[src/rtl/spi_pkg.sv]
// Shared SPI link definitions: frame width, receiver states, line idle levels.
package spi_pkg;

    localparam int SPI_DATA_W = 12;

    typedef enum logic [1:0] {
        IDLE  = 2'd0,
        LEAD  = 2'd1,
        SHIFT = 2'd2,
        TAIL  = 2'd3
    } rx_state_t;

    localparam logic CS_IDLE   = 1'b1;
    localparam logic SCLK_IDLE = 1'b0;
    localparam logic MOSI_IDLE = 1'b0;

endpackage

[src/rtl/spi_sync.sv]
// Multi-flop synchronizer with idle-level preset and one-cycle edge strobes.
module spi_sync #(
    parameter int   STAGES  = 2,
    parameter logic RST_VAL = 1'b0
) (
    input  logic clk,
    input  logic rst_n,
    input  logic d,
    output logic q,
    output logic rise,
    output logic fall
);

    logic [STAGES-1:0] chain;
    logic              prev;

    always_ff @(posedge clk or negedge rst_n) begin
        if (!rst_n) begin
            chain <= {STAGES{RST_VAL}};
            prev  <= RST_VAL;
        end else begin
            chain <= {chain[STAGES-2:0], d};
            prev  <= chain[STAGES-1];
        end
    end

    assign q    = chain[STAGES-1];
    assign rise = q & ~prev;
    assign fall = ~q & prev;

endmodule

[src/rtl/spi_slave_rx.sv]
// SPI slave receiver: syncs cs/sclk/mosi, shifts LSB-first on sclk fall,
// qualifies the frame on cs rise and offers it on a valid/ready port.
module spi_slave_rx
    import spi_pkg::*;
#(
    parameter int DATA_W      = SPI_DATA_W,
    parameter int LEAD_EDGES  = 1,
    parameter int SYNC_STAGES = 2
) (
    input  logic              clk,
    input  logic              rst_n,
    input  logic              cs,
    input  logic              sclk,
    input  logic              mosi,
    output logic [DATA_W-1:0] rx_data,
    output logic              rx_valid,
    input  logic              rx_ready,
    output logic              busy,
    output logic              frame_err,
    output logic              overrun
);

    localparam int BW = $clog2(DATA_W + 1);
    localparam int LW = (LEAD_EDGES > 1) ? $clog2(LEAD_EDGES + 1) : 1;

    logic cs_rise, cs_fall, sclk_fall, mosi_s;
    logic cs_lvl_unused, sclk_lvl_unused, sclk_rise_unused;
    logic mosi_rise_unused, mosi_fall_unused;

    spi_sync #(.STAGES(SYNC_STAGES), .RST_VAL(CS_IDLE)) u_cs (
        .clk(clk), .rst_n(rst_n), .d(cs),
        .q(cs_lvl_unused), .rise(cs_rise), .fall(cs_fall)
    );

    spi_sync #(.STAGES(SYNC_STAGES), .RST_VAL(SCLK_IDLE)) u_sclk (
        .clk(clk), .rst_n(rst_n), .d(sclk),
        .q(sclk_lvl_unused), .rise(sclk_rise_unused), .fall(sclk_fall)
    );

    spi_sync #(.STAGES(SYNC_STAGES), .RST_VAL(MOSI_IDLE)) u_mosi (
        .clk(clk), .rst_n(rst_n), .d(mosi),
        .q(mosi_s), .rise(mosi_rise_unused), .fall(mosi_fall_unused)
    );

    rx_state_t         state, state_n;
    logic [BW-1:0]     bitcnt;
    logic [LW-1:0]     lcnt;
    logic [DATA_W-1:0] shreg;
    logic clr, lead_inc, shift, good, ferr, accept;

    always_ff @(posedge clk or negedge rst_n) begin
        if (!rst_n) state <= IDLE;
        else        state <= state_n;
    end

    // cs_rise takes priority so a coincident sclk edge is never shifted
    always_comb begin
        state_n  = state;
        clr      = 1'b0;
        lead_inc = 1'b0;
        shift    = 1'b0;
        good     = 1'b0;
        ferr     = 1'b0;
        if (state != IDLE && cs_rise) begin
            state_n = IDLE;
            good    = (state == TAIL);
            ferr    = (state != TAIL);
        end else begin
            unique case (state)
                IDLE: begin
                    if (cs_fall) begin
                        clr     = 1'b1;
                        state_n = (LEAD_EDGES == 0) ? SHIFT : LEAD;
                    end
                end
                LEAD: begin
                    if (sclk_fall) begin
                        lead_inc = 1'b1;
                        if (lcnt == LW'(LEAD_EDGES - 1)) state_n = SHIFT;
                    end
                end
                SHIFT: begin
                    if (sclk_fall) begin
                        shift = 1'b1;
                        if (bitcnt == BW'(DATA_W - 1)) state_n = TAIL;
                    end
                end
                TAIL: ;
            endcase
        end
    end

    assign accept = good && (!rx_valid || rx_ready);
    assign busy   = (state != IDLE);

    always_ff @(posedge clk or negedge rst_n) begin
        if (!rst_n) begin
            bitcnt    <= '0;
            lcnt      <= '0;
            shreg     <= '0;
            rx_data   <= '0;
            rx_valid  <= 1'b0;
            frame_err <= 1'b0;
            overrun   <= 1'b0;
        end else begin
            frame_err <= ferr;
            overrun   <= good && !accept;
            if (clr) begin
                bitcnt <= '0;
                lcnt   <= '0;
                shreg  <= '0;
            end
            if (lead_inc) lcnt <= lcnt + 1'b1;
            if (shift) begin
                shreg  <= {mosi_s, shreg[DATA_W-1:1]};
                bitcnt <= bitcnt + 1'b1;
            end
            if (accept) begin
                rx_data  <= shreg;
                rx_valid <= 1'b1;
            end else if (rx_valid && rx_ready) begin
                rx_valid <= 1'b0;
            end
        end
    end

endmodule

[config.mk]
export PLATFORM = sky130hd
export DESIGN_NAME = spi_slave_rx
export DESIGN_NICKNAME = d
export VERILOG_FILES = /design/src/rtl/spi_pkg.sv /design/src/rtl/spi_sync.sv /design/src/rtl/spi_slave_rx.sv
export SDC_FILE = /design/constraint.sdc
export NUM_CORES = 1
export LEC_CHECK = 0
export CAP_MARGIN = 20
export CORE_MARGIN = 5
export CORE_UTILIZATION = 58
export CTS_CLUSTER_DIAMETER = 120
export DETAILED_ROUTE_END_ITERATION = 7
export GPL_ROUTABILITY_DRIVEN = 1
export PLACE_DENSITY = 0.83
export SKIP_CTS_REPAIR_TIMING = 1
export SYNTH_ARGS = -nofsm -noshare
export SYNTH_HDL_FRONTEND = slang
export SYNTH_SLANG_ARGS = --single-unit
[constraint.sdc]
create_clock -name clk -period 3.18 [get_ports clk]
set_clock_uncertainty 0.15 [all_clocks]
set_input_delay 0.318 -clock clk [delete_from_list [all_inputs] [get_ports clk]]
set_output_delay 0.318 -clock clk [all_outputs]
set_load 0.05 [all_outputs]
* Word-level counts from Yosys, hierarchy flattened *
Index checks and enable logic that the tools add are counted.

cells by class
  eq/ne operators = 10
  divide/modulo/power cells = 0
  $lt $le $gt $ge = 0
  shift-type cells = 0
  $add $sub $neg = 2
  reduce and logical (&&, ||, !) cells = 14
  multiplexer cells = 25
  bitwise logic cells = 6
  $mul = 0

operators by type and width
  kind                                           number
  2-to-1 mux 12 bit                              2
  inequality test 3 bit, second input constant   5
  2-to-1 mux 1 bit                               14
  2-to-1 mux 2 bit                               6
  2-to-1 mux 4 bit                               2
  nonzero test 2 bit                             4
  case mux 2 bit (3 select lines)                1
  AND reduction 6 bit                            1
  adder 4 x 1 -> 4 bit, second input constant    1
  == test 2 bit, second input constant           2
  == test 4 bit, second input constant           1
  logical AND 1 bit                              4
  nonzero test 4 bit                             1
  AND 1 bit                                      3
  inverter 1 bit                                 3
  == test 2 x 1 -> 1 bit, second input constant  1
  logical NOT 1 bit                              2
  logical NOT 2 bit                              1
  inequality test 2 bit, second input constant   1
  adder 1 bit, second input constant             1
  logical OR 1 bit                               1

storage, ports and cells
  memory bits (read-only) = 0
  register bits = 42
  bits in latches = 0
  word-level logic and storage cells = 70
  output and inout port bits = 16
  input bits = 6
  bits in writable memories = 0
  memories = 0

* Longest topological paths before layout *
  word-level depth = 7
  mapped depth = 9
  mapped depth without buffers = 6

* Modules after synthesis *
Synthesis repeated with hierarchy kept, for this count alone.

second synthesis, totals
  cells, all modules = 124
  area total of the unflattened synthesis = 1,780.5 µm²

by module, submodules not included
  module                 area each (µm²)  sequential area each (µm²)  instances  cells each
  spi_slave_rx           1,506.4          850.8                       1          109
  spi_sync (u_mosi ...)  90.1             75.1                        2          5
  spi_sync (u_cs)        93.8             78.8                        1          5

* Worst setup path before layout *
OpenSTA, ideal clock, no wires.

  path type = reg-to-reg
  start = register state[0]
  end = register bitcnt[3]
  path slack = 1.077 ns
  buffers on the path = 2
  arrival time = 1.827 ns
  cell stages (with the launch flop) = 9
  period minus slack after synthesis = 2.103 ns
  library setup time = 0.126 ns
  required time = 2.904 ns
  path through = dfrtp_1 -> inv_1 -> ha_1 -> or3b_1 -> buf_2 -> and3_4 -> buf_6 -> and3_1 -> a311o_1

on the way
  cells in the longest elaborated chain, start to end = 4
  elaborated cells on any way between the ends = 10
  classes of those cells = eq/ne: 1; mux: 5; reduce/logical: 4

RTL lines
  element                                                        line                                    RTL
  from (decl)                                                    spi_slave_rx.sv:45                      rx_state_t state, state_n;
  from (signal assigned)                                         spi_slave_rx.sv:53                      else state <= state_n;
  == test 2 bit, or another cell as far along                    spi_slave_rx.sv:69                      unique case (state)
  2-to-1 mux 1 bit / logical AND 1 bit (equally long branches)   spi_slave_rx.sv:69, spi_slave_rx.sv:64
  2-to-1 mux 1 bit                                               spi_slave_rx.sv:64                      if (state != IDLE && cs_rise) begin
  2-to-1 mux 4 bit / nonzero test 2 bit (equally long branches)  --
  to (signal assigned)                                           spi_slave_rx.sv:116                     bitcnt <= bitcnt + 1'b1;
  to (decl)                                                      spi_slave_rx.sv:46                      logic [BW-1:0] bitcnt;

Several ways; a longest one is shown, not always the timed one.
A chain may end at the register's enable or synchronous reset.

* Final worst setup path *
  start = register state[1]
  end = output busy

on the way
  cells in the longest elaborated chain, start to end = 1

RTL lines
  element             line                RTL
  nonzero test 2 bit  spi_slave_rx.sv:94  assign busy = (state != IDLE);
  to (decl)           spi_slave_rx.sv:18  output logic busy,

Every way passes these cells.

==> flow_metrics.py <==
metrics = {
    "worst_setup_path": {
        "path_class": "reg -> out",
        "arrival_ps": 1960,
        "critPathMaxStageDelay_ps": 790,
        "critPathLaunch": "state[1]",
        "worst_setup_path_start_kind": "flop",
        "worstPathBufferInverterCount": 3,
        "path_cells": "inv_1 -> ha_1 -> inv_1 -> clkdlybuf4s50_1",
        "required_ps": 2710,
        "path_delay_family": "buffers and inverters",
        "worstSetupEndpointType": "primary output",
        "cp_max_fo": 4,
        "crit_path_frequent_cell": "inv_1",
        "reg2reg_slack_ps": 960,
        "r2r-start": "state[1]",
        "critPathSlowestCell": "clkdlybuf4s50_1",
    },
    "logic_synthesis": {
        "synth_adder_area_share_pct": 4.30,
        "synth_area_um2": 1750,
        "synth.area.mux_share_pct": 8.95,
        "synthXorXnorAreaFrac_pct": 0,
        "yosysWarnings": 0,
        "syn_nets": 164,
        "synth_top_family_by_area": "simple AND/OR/NAND/NOR gates",
        "yosysSeqAreaShare_pct": 60.4,
        "avgSynthCellArea_um2": 11.5,
        "synthCells": 152,
        "synth.distinct_cells": 29,
        "synth_simple_gate_area_share_pct": 16.0,
        "synth_compound_area_share_pct": 7.81,
        "synth-seq-cells": 42,
    },
    "clock_network": {
        "cts_max_level": 2,
        "clockBufferDepth": 2,
        "numCtsBuffers": 5,
        "clk_pin_slew_ps": 120,
        "cts.sinks": 42,
        "cts_root_buffer": "clkbuf_4",
        "cts_tree": "built",
        "insertion_delay_ps": 340,
    },
    "timing": {
        "slew_headroom_pct": 41.7,
        "fmax_ghz": 0.412,
        "slew_violations": 0,
        "rsz0062_at_grt": "no",
        "hold_slack_ps": -66.4,
        "finalWorstSetupSlack_ps": 753,
        "worstMarginPinSlew_ps": 874,
        "period_minus_slack_ps": 2430,
        "fin_crit_sh_pct": 76.3,
        "setup_tns_ps": 0,
        "finalSetupViolCount": 0,
        "hold_viol": 39,
    },
    "global_routing": {
        "antenna_found_initial": 0,
        "grt_max_degree": 43,
        "grt_pass1_wl_mm": 4.86,
        "overflow": 0,
        "track_usage_pct": 15.1,
        "grt_pass1_vias": 1102,
    },
    "floorplanning": {
        "die_w_um": 64.9,
        "num_io_pins": 22,
        "fp.dieH_um": 64.9,
        "initial_core_util_pct": 58.7,
        "rows": 20,
        "core_um2": 2980,
        "dieArea_um2": 4210,
    },
    "power": {
        "power_leakage_nw": 0.951,
        "finalPower_mw": 1.36,
        "peakVddDrop_mv": 0.375,
        "p_per_area_nw_per_um2": 667,
    },
    "final_layout": {
        "nets": 186,
        "layout_commonest_cell": "dfrtp_1",
        "seq_area_um2": 1050,
        "layout-drive-gt1-share_pct": 14.9,
        "postLayoutCoreUtil_pct": 68.6,
        "instances_no_fill": 207,
        "final_cell_area_um2": 2040,
        "n_antenna_cell": 0,
        "multiInputGateArea_um2": 648,
        "n_fill_cell": 217,
        "layout_common_cells": "dfrtp_1 (39), nand2_1 (32), clkdlybuf4s50_1 (20)",
        "area_growth_pct": 16.9,
    },
    "placement": {
        "place.gp.congestion": 1.06,
        "io_buffers": 21,
        "postPlaceCellArea_um2": 1960,
        "hpwl_mm": 1.87,
        "placed_cells": 200,
        "place_ws_ps": 957,
    },
    "drt": {
        "drc": 0,
        "routed_wl_mm": 2.68,
        "vias": 1148,
        "dr.pass1.iters": 4,
        "avgRoutedWirePerCell_um": 12.9,
        "via_per_inst": 5.55,
        "dr.first_iter.drc_count": 47,
        "ant_nets": 0,
    },
    "run_status": {
        "violations": "hold timing",
        "outcome": "finished, violations left",
    },
    "hold_path": {
        "hp-class": "in -> async",
    },
    "run": {
        "maxCapViolCount": 0,
    },
}
==> synthesized netlist by cell type (all sizes together) <==
master | count | area [um2]
or3b | 2 | 17.5
nand4b | 1 | 8.76
nand2 | 32 | 120
dfrtp | 39 | 976
nand2b | 3 | 18.8
nand3b | 3 | 22.5
inv | 3 | 11.3
nor2 | 6 | 22.5
a2bb2oi | 1 | 8.76
a41o | 1 | 10.0
and3 | 3 | 23.8
nand3 | 7 | 35.0
a31oi | 1 | 6.26
ha | 6 | 75.1
mux2 | 13 | 146
a222oi | 1 | 10.0
clkbuf | 3 | 11.3
buf | 3 | 21.3
o21ai | 15 | 75.1
dfstp | 3 | 78.8
nor2b | 1 | 6.26
a211oi | 1 | 7.51
nor3 | 1 | 5.00
mux2i | 1 | 10.0
o2111ai | 1 | 8.76
a311o | 1 | 10.0
==> report_power, final <==
part / switching (mW) / internal [mW]
combinational: 0.241 / 0.151
clock: 0.154 / 0.183
sequential: 0.0420 / 0.592
total: 0.437 / 0.925
==> cell type report <==
class	count	share of cell area, %
well taps	33	2.02
repair buffers	21	10.0
clock inverters	1	1.47
multi-input cells	101	31.7
flip-flops and latches	42	51.7
clock buffers	6	2.51
inverters	3	0.551
==> registers in the layout (all words and copies together), names as in the netlist <==
| signal | count |
|---|---|
| bitcnt | 4 |
| frame_err | 1 |
| lcnt | 1 |
| overrun | 1 |
| rx_data | 12 |
| rx_valid | 1 |
| shreg | 12 |
| state | 2 |
| u_cs.chain | 2 |
| u_cs.prev | 1 |
| u_mosi.chain | 2 |
| u_sclk.chain | 2 |
| u_sclk.prev | 1 |
==> layer usage <==
metal  global-route usage [%]  routed length [um]  vias to the layer above
li1                         -                   -                      568
met1                     18.8                1230                      538
met2                     23.4                1230                       37
met3                     3.99                 164                        5
met4                     9.23                  55                        0
met5                        0                   0                        -
==> kinds of logic after synthesis <==
logic type,Yosys count
buffers and inverters,9
muxes,14
and+or+nand+nor,59
AOI/OAI and AO/OA,22
adders and majority gates,6
DFF,42
==> worst register-to-register path: stages (launching register included) <==
cell,delay [ps]
dfrtp_1,420
inv_1,120
ha_1,230
or3b_1,460
and3_4,300
and3_1,190
a311o_1,260
==> final timing paths <==
check | to | cells after the start
max | busy | 4
min | shreg[2] | 1
max reg2reg | bitcnt[3] | 6
min reg2reg | u_mosi.chain[1] | 0
max in group asynchronous | bitcnt[1] | 1
min in group clk | u_mosi.chain[1] | 0
Power figures use the tool's default switching activity.
